<file path="src/rtl/s_axis_cc_adapt_x8_pkg.sv">
// Shared constants for the LitePCIe-to-UltraScale CC completion adapter:
// legacy header offsets, CC descriptor bit positions and completion type codes.
package s_axis_cc_adapt_x8_pkg;

  localparam int CC_DW_PER_BEAT = 8;
  localparam int CC_TUSER_W     = 33;
  localparam int CC_PAYLOAD_W   = 256 + 8 + 1 + CC_TUSER_W;

  // Dword base offsets of the 3DW legacy header inside a beat
  localparam int LG_DW0 = 0;
  localparam int LG_DW1 = 32;
  localparam int LG_DW2 = 64;

  localparam int LG_FMT_LSB    = 29;
  localparam int LG_TYPE_LSB   = 24;
  localparam int LG_TC_LSB     = 20;
  localparam int LG_EP_BIT     = 14;
  localparam int LG_ATTR_LSB   = 12;
  localparam int LG_LEN_LSB    = 0;
  localparam int LG_CPLID_LSB  = 16;
  localparam int LG_STATUS_LSB = 13;
  localparam int LG_BC_LSB     = 0;
  localparam int LG_REQID_LSB  = 16;
  localparam int LG_TAG_LSB    = 8;
  localparam int LG_LADDR_LSB  = 0;

  localparam int CC_LADDR_LSB  = 0;
  localparam int CC_BC_LSB     = 16;
  localparam int CC_LOCKED_BIT = 29;
  localparam int CC_DWCNT_LSB  = 0;
  localparam int CC_STATUS_LSB = 11;
  localparam int CC_EP_BIT     = 14;
  localparam int CC_REQID_LSB  = 16;
  localparam int CC_TAG_LSB    = 0;
  localparam int CC_CPLID_LSB  = 8;
  localparam int CC_TC_LSB     = 25;
  localparam int CC_ATTR_LSB   = 28;

  typedef enum logic [4:0] {
    TLP_TYPE_CPL   = 5'b01010,
    TLP_TYPE_CPLLK = 5'b01011
  } cpl_type_e;

  // Beats a packet should occupy: 3 header dwords plus payload, rounded up to whole beats
  function automatic logic [7:0] expected_beats(input logic has_data, input logic [9:0] len);
    logic [10:0] dws;
    dws = 11'd3 + (has_data ? ((len == 10'd0) ? 11'd1024 : {1'b0, len}) : 11'd0);
    return 8'((dws + 11'(CC_DW_PER_BEAT - 1)) >> $clog2(CC_DW_PER_BEAT));
  endfunction

endpackage

</file>
<file path="src/rtl/s_axis_cc_adapt_x8_skid.sv">
// Two-entry register slice (main + skid). Input ready is registered and
// only drops while the skid entry holds a beat.
module axis_skid_buffer_256
  import s_axis_cc_adapt_x8_pkg::*;
#(
  parameter int WIDTH = CC_PAYLOAD_W
) (
  input  logic             clk,
  input  logic             rst_n,
  input  logic [WIDTH-1:0] in_data_i,
  input  logic             in_valid_i,
  output logic             in_ready_o,
  output logic [WIDTH-1:0] out_data_o,
  output logic             out_valid_o,
  input  logic             out_ready_i
);

  logic [WIDTH-1:0] main_q, main_d, skid_q, skid_d;
  logic             main_valid_q, main_valid_d;
  logic             skid_valid_q, skid_valid_d;
  logic             ready_q, ready_d;
  logic             accept;

  assign accept      = in_valid_i & ready_q;
  assign in_ready_o  = ready_q;
  assign out_data_o  = main_q;
  assign out_valid_o = main_valid_q;

  always_comb begin
    main_d       = main_q;
    main_valid_d = main_valid_q;
    skid_d       = skid_q;
    skid_valid_d = skid_valid_q;
    if (out_ready_i || !main_valid_q) begin
      if (skid_valid_q) begin
        main_d       = skid_q;
        main_valid_d = 1'b1;
        skid_valid_d = 1'b0;
      end else begin
        main_valid_d = accept;
        if (accept) main_d = in_data_i;
      end
    end else if (accept) begin
      skid_d       = in_data_i;
      skid_valid_d = 1'b1;
    end
    ready_d = ~skid_valid_d;
  end

  always_ff @(posedge clk or negedge rst_n) begin
    if (!rst_n) begin
      main_q       <= '0;
      main_valid_q <= 1'b0;
      skid_q       <= '0;
      skid_valid_q <= 1'b0;
      ready_q      <= 1'b0;
    end else begin
      main_q       <= main_d;
      main_valid_q <= main_valid_d;
      skid_q       <= skid_d;
      skid_valid_q <= skid_valid_d;
      ready_q      <= ready_d;
    end
  end

endmodule

</file>
<file path="src/rtl/s_axis_cc_adapt_x8.sv">
// LitePCIe completion TLP to UltraScale CC descriptor adapter (256-bit).
// Remaps the SOP header, reduces keep to dwords and flags length mismatches via discontinue.
module s_axis_cc_adapt_x8
  import s_axis_cc_adapt_x8_pkg::*;
#(
  parameter int DATA_WIDTH = 256,
  parameter int KEEP_WIDTH = DATA_WIDTH / 8
) (
  input  logic                  user_clk,
  input  logic                  user_reset_n,
  input  logic [DATA_WIDTH-1:0] s_axis_cc_tdata,
  input  logic [KEEP_WIDTH-1:0] s_axis_cc_tkeep,
  input  logic                  s_axis_cc_tlast,
  input  logic                  s_axis_cc_tvalid,
  output logic                  s_axis_cc_tready,
  output logic [DATA_WIDTH-1:0] s_axis_cc_tdata_a,
  output logic [7:0]            s_axis_cc_tkeep_a,
  output logic                  s_axis_cc_tlast_a,
  output logic [32:0]           s_axis_cc_tuser_a,
  output logic                  s_axis_cc_tvalid_a,
  input  logic [3:0]            s_axis_cc_tready_a
);

  logic                  in_pkt_q, in_pkt_d;
  logic [7:0]            beat_cnt_q, beat_cnt_d;
  logic [7:0]            exp_beats_q, exp_beats_d;
  logic                  mis_q, mis_d;
  logic                  accept, sop, beat_bad, disc;
  logic [7:0]            beat_idx, beats_exp;
  logic [9:0]            len;
  logic                  has_data;
  logic [4:0]            tlp_type;
  logic [31:0]           cc0, cc1, cc2;
  logic [DATA_WIDTH-1:0] data_conv;
  logic [7:0]            keep_conv;
  logic                  unused_tready_a;

  assign unused_tready_a = ^s_axis_cc_tready_a[3:1];
  assign accept   = s_axis_cc_tvalid & s_axis_cc_tready;
  assign sop      = ~in_pkt_q;
  assign len      = s_axis_cc_tdata[LG_DW0 + LG_LEN_LSB +: 10];
  assign has_data = s_axis_cc_tdata[LG_DW0 + LG_FMT_LSB + 1];
  assign tlp_type = s_axis_cc_tdata[LG_DW0 + LG_TYPE_LSB +: 5];

  always_comb begin
    cc0 = '0;
    cc0[CC_LADDR_LSB +: 7]  = s_axis_cc_tdata[LG_DW2 + LG_LADDR_LSB +: 7];
    cc0[CC_BC_LSB +: 13]    = {1'b0, s_axis_cc_tdata[LG_DW1 + LG_BC_LSB +: 12]};
    cc0[CC_LOCKED_BIT]      = (tlp_type == TLP_TYPE_CPLLK);
    cc1 = '0;
    // A zero length field with data means 1024 dwords; bit 10 of the CC count carries that
    cc1[CC_DWCNT_LSB +: 11] = {(len == 10'd0) && has_data, len};
    cc1[CC_STATUS_LSB +: 3] = s_axis_cc_tdata[LG_DW1 + LG_STATUS_LSB +: 3];
    cc1[CC_EP_BIT]          = s_axis_cc_tdata[LG_DW0 + LG_EP_BIT];
    cc1[CC_REQID_LSB +: 16] = s_axis_cc_tdata[LG_DW2 + LG_REQID_LSB +: 16];
    cc2 = '0;
    cc2[CC_TAG_LSB +: 8]    = s_axis_cc_tdata[LG_DW2 + LG_TAG_LSB +: 8];
    cc2[CC_CPLID_LSB +: 16] = s_axis_cc_tdata[LG_DW1 + LG_CPLID_LSB +: 16];
    cc2[CC_TC_LSB +: 3]     = s_axis_cc_tdata[LG_DW0 + LG_TC_LSB +: 3];
    cc2[CC_ATTR_LSB +: 3]   = {1'b0, s_axis_cc_tdata[LG_DW0 + LG_ATTR_LSB +: 2]};
    data_conv = s_axis_cc_tdata;
    if (sop) data_conv[95:0] = {cc2, cc1, cc0};
    for (int i = 0; i < 8; i++) keep_conv[i] = |s_axis_cc_tkeep[4*i +: 4];
  end

  always_comb begin
    in_pkt_d    = in_pkt_q;
    beat_cnt_d  = beat_cnt_q;
    exp_beats_d = exp_beats_q;
    mis_d       = mis_q;
    beat_idx    = sop ? 8'd1 : ((beat_cnt_q == 8'hFF) ? 8'hFF : beat_cnt_q + 8'd1);
    beats_exp   = sop ? expected_beats(has_data, len) : exp_beats_q;
    beat_bad    = s_axis_cc_tlast ? (beat_idx != beats_exp) : (beat_idx == beats_exp);
    disc        = s_axis_cc_tlast & (beat_bad | mis_q);
    if (accept) begin
      in_pkt_d    = ~s_axis_cc_tlast;
      beat_cnt_d  = s_axis_cc_tlast ? 8'd0 : beat_idx;
      exp_beats_d = beats_exp;
      mis_d       = s_axis_cc_tlast ? 1'b0 : (mis_q | beat_bad);
    end
  end

  always_ff @(posedge user_clk or negedge user_reset_n) begin
    if (!user_reset_n) begin
      in_pkt_q    <= 1'b0;
      beat_cnt_q  <= 8'd0;
      exp_beats_q <= 8'd0;
      mis_q       <= 1'b0;
    end else begin
      in_pkt_q    <= in_pkt_d;
      beat_cnt_q  <= beat_cnt_d;
      exp_beats_q <= exp_beats_d;
      mis_q       <= mis_d;
    end
  end

  axis_skid_buffer_256 #(
    .WIDTH(DATA_WIDTH + 8 + 1 + CC_TUSER_W)
  ) u_slice (
    .clk        (user_clk),
    .rst_n      (user_reset_n),
    .in_data_i  ({data_conv, keep_conv, s_axis_cc_tlast, {32'b0, disc}}),
    .in_valid_i (s_axis_cc_tvalid),
    .in_ready_o (s_axis_cc_tready),
    .out_data_o ({s_axis_cc_tdata_a, s_axis_cc_tkeep_a, s_axis_cc_tlast_a, s_axis_cc_tuser_a}),
    .out_valid_o(s_axis_cc_tvalid_a),
    .out_ready_i(s_axis_cc_tready_a[0])
  );

endmodule
</file>
<file path="config.mk">
export PLATFORM = sky130hd
export DESIGN_NAME = s_axis_cc_adapt_x8
export DESIGN_NICKNAME = d
export VERILOG_FILES = /design/src/rtl/s_axis_cc_adapt_x8_pkg.sv /design/src/rtl/s_axis_cc_adapt_x8_skid.sv /design/src/rtl/s_axis_cc_adapt_x8.sv
export SDC_FILE = /design/constraint.sdc
export NUM_CORES = 1
export LEC_CHECK = 0
export CORE_AREA = 2 2 235 237
export CTS_CLUSTER_DIAMETER = 80
export DETAILED_ROUTE_END_ITERATION = 7
export DIE_AREA = 0 0 237 239
export GPL_ROUTABILITY_DRIVEN = 1
export MAX_ROUTING_LAYER = met4
export PLACE_DENSITY = 0.74
export REMOVE_ABC_BUFFERS = 1
export SLEW_MARGIN = 20
export SYNTH_ARGS = -nofsm -noshare
export SYNTH_HDL_FRONTEND = slang
export SYNTH_SLANG_ARGS = --single-unit
</file>
<file path="constraint.sdc">
create_clock -name user_clk -period 7.7 [get_ports user_clk]
set_clock_uncertainty 0.1 [all_clocks]
set_input_delay 1.54 -clock user_clk [delete_from_list [all_inputs] [get_ports user_clk]]
set_output_delay 1.54 -clock user_clk [all_outputs]
set_load 0.005 [all_outputs]
</file>
# [After elaboration in Yosys (flattened, before gate mapping)]
# Cells that the tools add are included.
[word_totals] in_bits=296 out_inout_bits=300 regBits=585 wordCells=51
[op_classes] n_mux=14 bitwise=6 n_reduce_logical=15 n_eq_ne=4 n_addsub=3
[ops] op="$mux 298" n=2
[ops] op="$mux 96" n=1
[ops] op="$mux 8" n=4
[ops] op="$reduce_or 4->1" n=8
[ops] op="$mux 11" n=2
[ops] op="$add 11x3->11 const B" n=1
[ops] op="$add 2x11->11 const A" n=1
[ops] op="$logic_not 10->1" n=1
[ops] op="$add 8x1->8 const B" n=1
[ops] op="$eq 8x8->1" n=1
[ops] op="$eq 8x8->1 const B" n=1
[ops] op="$ne 8x8->1" n=1
[ops] op="$eq 5x4->1 const B" n=1
[ops] op="$mux 1" n=5
[ops] op="$reduce_and 2->1" n=2
[ops] op="$not 1->1" n=3
[ops] op="$and 1x1->1" n=2
[ops] op="$reduce_bool 2->1" n=1
[ops] op="$logic_and 1x1->1" n=1
[ops] op="$logic_not 1->1" n=1
[ops] op="$logic_or 1x1->1" n=1
[ops] op="$or 1x1->1" n=1

# [Logic depth before layout (Yosys ltp)]
# Gate-level depths: netlist of run 1.
[logic_depth] word_depth=12 mapped_depth=9 ltp_nobuf=8

# [By module]
# From an unflattened synthesis of run 1, not the netlist that was laid out.
[unflattened] cells_unflattened=2244 hier_area_um2=28536.1
[modules_own_cells] module="axis_skid_buffer_256" seq_area_each_um2=14989.4 area_each_um2=26062.5 instances=1 cells_each=1964
[modules_own_cells] module="s_axis_cc_adapt_x8" seq_area_each_um2=450.4 area_each_um2=2473.6 instances=1 cells_each=280

# [Least setup slack after synthesis of run 1]
# Ideal clock, no wire load.
[synth_timing] path_kind="in2reg" startpoint="in s_axis_cc_tdata[2]" endpoint="reg u_slice.main_q[0], in the netlist u_slice.out_data_o[0]" arrival_ns=3.083 path_buffers=0 required_time_ns=7.462 setup_slack_ns=4.380 cell_stages=7 cell_sequence="or4_4 > o41ai_2 > a211oi_1 > a211oi_2 > a21oi_2 > nor3_2 > o311ai_2"
[synth_via] elab_chain_cells=12
[synth_rtl] item="from (decl)" line_no="s_axis_cc_adapt_x8.sv:11" source="input logic [DATA_WIDTH-1:0] s_axis_cc_tdata,"
[synth_rtl] item="$logic_not 10->1" line_no="s_axis_cc_adapt_x8_pkg.sv:47" source="dws = 11'd3 + (has_data ? ((len == 10'd0) ? 11'd1024 : {1'b0, len}) : 11'd0);"
[synth_rtl] item="$mux 11 (*) (2 in series)" line_no="s_axis_cc_adapt_x8_pkg.sv:47"
[synth_rtl] item="$add 2x11->11 (*)" line_no="s_axis_cc_adapt_x8_pkg.sv:47"
[synth_rtl] item="$add 11x3->11 (*)" line_no="s_axis_cc_adapt_x8_pkg.sv:48" source="return 8'((dws + 11'(CC_DW_PER_BEAT - 1)) >> $clog2(CC_DW_PER_BEAT));"
[synth_rtl] item="$mux 8 (*)" line_no="s_axis_cc_adapt_x8.sv:72" source="beats_exp = sop ? expected_beats(has_data, len) : exp_beats_q;"
[synth_rtl] item="$eq 8x8->1 / $ne 8x8->1 (equally long branches)" line_no="s_axis_cc_adapt_x8.sv:73" source="beat_bad = s_axis_cc_tlast ? (beat_idx != beats_exp) : (beat_idx == beats_exp);"
[synth_rtl] item="$mux 1 (*)" line_no="s_axis_cc_adapt_x8.sv:73"
[synth_rtl] item="$or 1x1->1 (*)" line_no="s_axis_cc_adapt_x8.sv:74" source="disc = s_axis_cc_tlast & (beat_bad | mis_q);"
[synth_rtl] item="$and 1x1->1 (*)" line_no="s_axis_cc_adapt_x8.sv:74"
[synth_rtl] item="$mux 298 (*)" line_no="s_axis_cc_adapt_x8_skid.sv:41" source="if (accept) main_d = in_data_i;"
[synth_rtl] item="$mux 298 (*)" line_no="s_axis_cc_adapt_x8_skid.sv:35" source="if (skid_valid_q) begin"
[synth_rtl] item="to (signal assigned)" line_no="s_axis_cc_adapt_x8_skid.sv:58" source="main_q <= main_d;"
[synth_rtl] item="to (decl)" line_no="s_axis_cc_adapt_x8_skid.sv:18" source="logic [WIDTH-1:0] main_q, main_d, skid_q, skid_d;"
# Mark *: on every way between the ends. The rest lies on a longest branch, timed or not. The select of a mux whose other input is x is not followed.
# A chain may end at the register's enable or synchronous reset.

# [Worst setup path in the final report of run 1]
[layout_timing] startpoint="in s_axis_cc_tvalid" endpoint="reg u_slice.main_q[200], in the netlist u_slice.out_data_o[200]"
[layout_via] elab_chain_cells=3
[layout_rtl] item="from (decl)" line_no="s_axis_cc_adapt_x8.sv:14" source="input logic s_axis_cc_tvalid,"
[layout_rtl] item="$and 1x1->1" line_no="s_axis_cc_adapt_x8_skid.sv:24" source="assign accept = in_valid_i & ready_q;"
[layout_rtl] item="$reduce_bool 2->1 (no line)"
[layout_rtl] item="$reduce_and 2->1 (no line)"
# Every way passes these cells.

==> results of run 1 <==
## kinds of logic after synthesis
logic type                 count (synthesis)  share of synthesized area [%]
xor gates and xnor gates                  11                         0.3972
and+or+nand+nor                         1059                          17.11
muxes                                    240                          9.909
adders and majority gates                  1                        0.05158
AOI/OAI and AO/OA                        533                          11.43
DFF                                      553                          57.05
buffers and inverters                    219                          4.039
other                                      1                        0.01546
## through the flow
step | utilization, % | cells | hold WS, ns | worst slack (ns)
after global routing | 59.33 | 3835 | 0.3950 | 3.480
after detailed placement | 55.52 | 3717 | 0.3592 | 3.187
after floorplan | - | 2435 | 0.3403 | -18.46
after global placement | 55.52 | 3717 | 0.3565 | 3.284
final | 59.33 | 3836 | 0.3735 | 3.666
after CTS | 59.25 | 3828 | 0.3768 | 3.840
## final cells by class
class                      instances  area share, %
sequential                       553          42.94
inverter                           6        0.06985
timing repair buffer             579          18.22
multi-input combinational       1876          29.70
clock inverter                    24         0.8382
clock buffer                      87          5.441
tap                              704          2.732
antenna                            7        0.05433
## per-layer routing
layer,GRT usage (%),vias up
met1,29.89,9635
li1,-,9532
met2,37.44,588
met3,6.097,164
met5,-,-
met4,9.743,0
## worst register-to-register path, stage by stage, from the launching register on
cell and delay [ns]:
dfrtp_4 1.03, buf_4 0.88, o21ai_0 0.21, o32ai_1 0.31
nand4_2 0.18, nor3_2 0.25, o311ai_2 0.14
## worst paths after layout
kind	from	to	cells past startpoint
max	s_axis_cc_tvalid	u_slice.out_data_o[200]$_DFFE_PN0P_	6
min	u_slice.skid_q[296]$_DFFE_PN0P_	u_slice.skid_q[296]$_DFFE_PN0P_	2
max reg2reg	in_pkt_q$_DFFE_PN0P_	u_slice.out_data_o[0]$_DFFE_PN0P_	6
min reg2reg	u_slice.skid_q[296]$_DFFE_PN0P_	u_slice.skid_q[296]$_DFFE_PN0P_	2
max in group asynchronous	user_reset_n	u_slice.out_data_o[275]$_DFFE_PN0P_	2
min in group asynchronous	user_reset_n	u_slice.skid_q[58]$_DFFE_PN0P_	1
## registers in the layout, summed over array words and instances (netlist names)
signal and flops:
beat_cnt_q 8, u_slice.out_data_o 266, u_slice.in_ready_o 1, in_pkt_q 1
u_slice.out_valid_o 1, mis_q 1, u_slice.skid_valid_q 1, exp_beats_q 8
u_slice.skid_q 266
## power groups by stage
stage / clock network, mW / registers, mW / logic, mW
final: 2.93 / 4.16 / 2.40
after global placement: 0 / 4.15 / 2.34
after floorplan: 0 / 4.21 / 1.12
after global routing: 3.11 / 4.26 / 2.66
after detailed placement: 0 / 4.20 / 2.41
after CTS: 2.99 / 4.16 / 2.43
## placed cells by master, fill, tap and decap left out, types with 13 or more instances in the layout
cell and n:
o21ai_0 379, a21oi_1 121, nand2_1 892, dfrtp_1 551, clkinv_2 14, clkbuf_1 13, clkdlybuf4s50_1 559, mux2i_1 239
conb_1 32, nor2_1 113, clkbuf_8 13, clkbuf_16 61
==> flow_metrics.tcl, run 1 <==
set metrics [dict create \
    status "complete, no violations" \
    place.port_buffers 560 \
    gp_congestion 0.8378 \
    ios 596 \
    cts_max_level 2 \
    finalSetupTns_ns 0 \
    power_mw 9.493 \
    antenna_found_initial 6 \
    rrSetupSlack_ns 4.45 \
    synthCells 2617 \
    dr.pass1.iters 5 \
    ir_drop_mv 0.1912 \
    cp.arrival_ns 4.38 \
    seq_power_share_pct 43.8 \
    powerDensity_nw_per_um2 294.4 \
    seq_area_um2 13850 \
    critPathMaxStageDelay_ns 0.66 \
    required_ns 8.05 \
    insertion_delay_ns 0.60 \
    initial_core_util_pct 44.64 \
    rsz0062_at_grt "false" \
    rows 86 \
    cp_max_fo 193 \
    p_comb_share_pct 25.3 \
    finalCriticalPeriod_ns 4.034 \
    synth_edf_count 0 \
    grt_max_degree 278 \
    gr-usage-all-layers_pct 23.96 \
    fin_crit_sh_pct 52.39 \
    worst_pin_slew_ns 1.063 \
    pwr-share-clk_pct 30.8 \
    fillers 4418 \
    critPathKind "in -> reg" \
    ctsHoldBuffers 0 \
    setup_violations 0 \
    cap_violations 0 \
    drt_iter0_drc 1258 \
    post-cts-setup-buffers 0 \
    synthArstFlopShare_pct 100.0 \
    synth_ff_type "dfrtp_1" \
    cts_tree "built" \
    numCtsBuffers 59 \
    final_net_count 3372 \
    met2_length_mm 31.78 \
    fmax_ghz 0.2479 \
    yosysSeqAreaShare_pct 57.05 \
    wl_met3_mm 4.805 \
    cts_root_buf "clkbuf_16" \
    final_antenna_net_count 0 \
    vias_per_cell 5.193 \
    synth_area_leader_cell "dfrtp_1" \
    cp-end-kind "flop" \
    wire_per_inst_um 17.46 \
    overflow 0 \
    core_area_um2 54340 \
    synthTopCellsByCount "nand2_1, dfrtp_1, o21ai_0" \
    vias 19920 \
    synthDistinctLibCells 54 \
    grt_pass1_wl_mm 106.2 \
    clock_sinks 553 \
    synth_top_area_share_pct 57.05 \
    synth_seq_cells 553 \
    hold_violations 0 \
    power.internal_mw 6.702 \
    cts_resized 0 \
    post_dp_cell_area_um2 30170 \
    slew_headroom_pct 29.10 \
    dp_hpwl_mm 44.15 \
    drc 0 \
    critical_path_buf_inv_count 3 \
    clk_pin_slew_worst_paths_ns 0.06 \
    synth.avg_cell_area_um2 9.269 \
    netlist_area_um2 24260 \
    holdCritPathClass "reg -> reg" \
    multi_input_area_um2 9577 \
    wl_met1_mm 27.75 \
    dr.max_layer_used "met4" \
    synthTopCellsByArea "dfrtp_1, nand2_1, mux2i_1" \
    clock_path_buffers 3 \
    slew_viol_final 0 \
    grt_pass1_vias 19870 \
    area_growth_pct 32.92 \
    die_y_um 239 \
    fp.dieW_um 237 \
    yosysMostFrequentCell "nand2_1" \
    crit_path_top_delay_cell "o21ai_4" \
    switching_share_pct 29.40 \
    power.leakage_nw 14.76 \
    layout-drive-gt1-share_pct 4.352 \
    worst_setup_path_start_kind "input port" \
    wl_mm 66.99 \
    path_delay_family "buffers and inverters" \
    synth_warnings 0 \
    dieArea_um2 56640 \
    stdcell_area_um2 32240 \
    netSwitchingPower_mw 2.791 \
    path_cells "clkdlybuf4s50_1, and2_1, o21ai_4, buf_12, buf_16, o21ai_0" \
]
Power figures use the tool's default switching activity.
==> inputs of run 2 (changes only) <==
--- a/config.mk
+++ b/config.mk
@@ -5,13 +5,13 @@
 export SDC_FILE = /design/constraint.sdc
 export NUM_CORES = 1
 export LEC_CHECK = 0
-export CORE_AREA = 2 2 235 237
+export CORE_AREA = 2 2 230 232
 export CTS_CLUSTER_DIAMETER = 80
 export DETAILED_ROUTE_END_ITERATION = 7
-export DIE_AREA = 0 0 237 239
+export DIE_AREA = 0 0 232 234
 export GPL_ROUTABILITY_DRIVEN = 1
 export MAX_ROUTING_LAYER = met4
-export PLACE_DENSITY = 0.74
+export PLACE_DENSITY = 0.76
 export REMOVE_ABC_BUFFERS = 1
 export SLEW_MARGIN = 20
 export SYNTH_ARGS = -nofsm -noshare
==> constraint.sdc (replaced) <==
create_clock -name user_clk -period 3.8 [get_ports user_clk]
set_clock_uncertainty 0.1 [all_clocks]
set_input_delay 0.76 -clock user_clk [delete_from_list [all_inputs] [get_ports user_clk]]
set_output_delay 0.76 -clock user_clk [all_outputs]
set_load 0.005 [all_outputs]
==> flow_metrics.tcl, run 2 (synthesis gave the netlist of run 1 again) <==
set metrics [dict create \
    rsz0062_at_grt "false" \
    cp-end-kind "flop" \
    worst_setup_path_start_kind "flop" \
    hold_violations 0 \
    path_cells "ha_1, and4_1, and2_1, a31oi_1, o32ai_1, nand4_2, nor3_2, o311ai_2" \
    seq_power_share_pct 43.7 \
    stdcell_area_um2 32560 \
    layout_common_cells "nand2_1, clkdlybuf4s50_1, dfrtp_1" \
    setup_violations 0 \
    clk_pin_slew_worst_paths_ns 0.06 \
    die_y_um 234 \
    finalSetupTns_ns 0 \
    slew_headroom_pct 48.85 \
    final_net_count 3403 \
    critical_path_buf_inv_count 0 \
    netSwitchingPower_mw 5.680 \
    ios 596 \
    final_antenna_net_count 0 \
    clock_sinks 553 \
    path_depth 8 \
    cts_tree "built" \
    fmax_ghz 0.3565 \
    gr-usage-all-layers_pct 25.77 \
    critPathMaxStageDelay_ns 0.51 \
    layout-drive-gt1-share_pct 5.235 \
    rows 84 \
    dp_hpwl_mm 47.52 \
    switching_share_pct 29.48 \
    initial_core_util_pct 46.62 \
    clock_path_buffers 3 \
    crit_path_top_delay_cell "dfrtp_1" \
    drt_iter0_drc 1132 \
    path_delay_family "simple AND/OR/NAND/NOR gates" \
    grt_max_degree 102 \
    fp.dieW_um 232 \
    power.internal_mw 13.59 \
    pwr-share-clk_pct 30.3 \
    drc 0 \
    powerDensity_nw_per_um2 591.7 \
    place.port_buffers 560 \
    grt_pass1_vias 20310 \
    p_comb_share_pct 26.0 \
    antenna_found_initial 11 \
    status "complete, no violations" \
    whs_ns 0.06449 \
    post_dp_cell_area_um2 30560 \
    fin_crit_sh_pct 73.82 \
    holdCritPathClass "in -> async" \
    overflow 0 \
    cap_violations 0 \
    reg2reg_depth 8 \
    cp_max_fo 10 \
    dp_cells 3734 \
    gp_congestion 0.8762 \
    power_mw 19.27 \
    cts_root_buf "clkbuf_16" \
    area_growth_pct 34.24 \
    vias 20270 \
    critPathKind "reg -> reg" \
    finalNonFillerCells 3851 \
    worst_pin_slew_ns 0.7673 \
    power.leakage_nw 14.94 \
    dieArea_um2 54290 \
    vias_per_cell 5.263 \
    cts_resized 0 \
    slew_viol_final 0 \
    rrSetupSlack_ns 0.99 \
    insertion_delay_ns 0.61 \
    layout_commonest_cell "nand2_1" \
    post-cts-setup-buffers 0 \
    cp.arrival_ns 3.16 \
    numCtsBuffers 58 \
    finalCriticalPeriod_ns 2.805 \
    cts_max_level 2 \
    wire_per_inst_um 17.90 \
    wl_mm 68.95 \
    grt_pass1_wl_mm 108.4 \
    dr.pass1.iters 5 \
    ir_drop_mv 0.5024 \
    required_ns 4.16 \
    ctsHoldBuffers 0 \
    core_area_um2 52020 \
]
run 2: power groups by stage:
stage	combinational [mW]	clock (mW)	sequential [mW]
after CTS	5.06	5.96	8.41
after floorplan	2.27	0	8.53
final	5.00	5.84	8.42
after global routing	5.55	6.21	8.60
after global placement	4.85	0	8.39
after detailed placement	5.02	0	8.49
run 2: worst paths after layout:
check / start / endpoint
max: beat_cnt_q[0]$_DFFE_PN0P_ / u_slice.out_data_o[0]$_DFFE_PN0P_
min: user_reset_n / u_slice.out_data_o[109]$_DFFE_PN0P_
max reg2reg: beat_cnt_q[0]$_DFFE_PN0P_ / u_slice.out_data_o[0]$_DFFE_PN0P_
min reg2reg: u_slice.skid_q[297]$_DFFE_PN0P_ / u_slice.skid_q[297]$_DFFE_PN0P_
max in group asynchronous: user_reset_n / u_slice.skid_q[274]$_DFFE_PN0P_
min in group user_clk: u_slice.skid_q[297]$_DFFE_PN0P_ / u_slice.skid_q[297]$_DFFE_PN0P_
run 2: through the flow:
step / setup slack (ns) / util (%)
floorplan: -22.36 / -
global placement: 0.4874 / 58.74
detailed placement: 0.4617 / 58.74
CTS: 1.023 / 62.53
global route: 0.7474 / 62.59
finish: 0.9947 / 62.59
run 2: cell type report:
class | count | area (um^2)
Inverter | 6 | 22.52
Antenna cell | 11 | 27.53
Multi-Input combinational cell | 1876 | 9577
Fill cell | 4168 | 19460
Timing Repair Buffer | 611 | 6256
Clock inverter | 26 | 294.0
Sequential cell | 553 | 13850
Tap cell | 688 | 860.8
Clock buffer | 80 | 1678
run 2: routing by layer:
metal / up-vias / routed length (um) / part of all wire [%] / GRT usage [%]
met4: 0 / 2337 / 3.4 / 9.215
li1: 9603 / - / - / -
met1: 9892 / 27210 / 39 / 31.10
met2: 632 / 33820 / 49 / 41.59
met5: - / 0 / 0 / -
met3: 142 / 5575 / 8.1 / 7.150
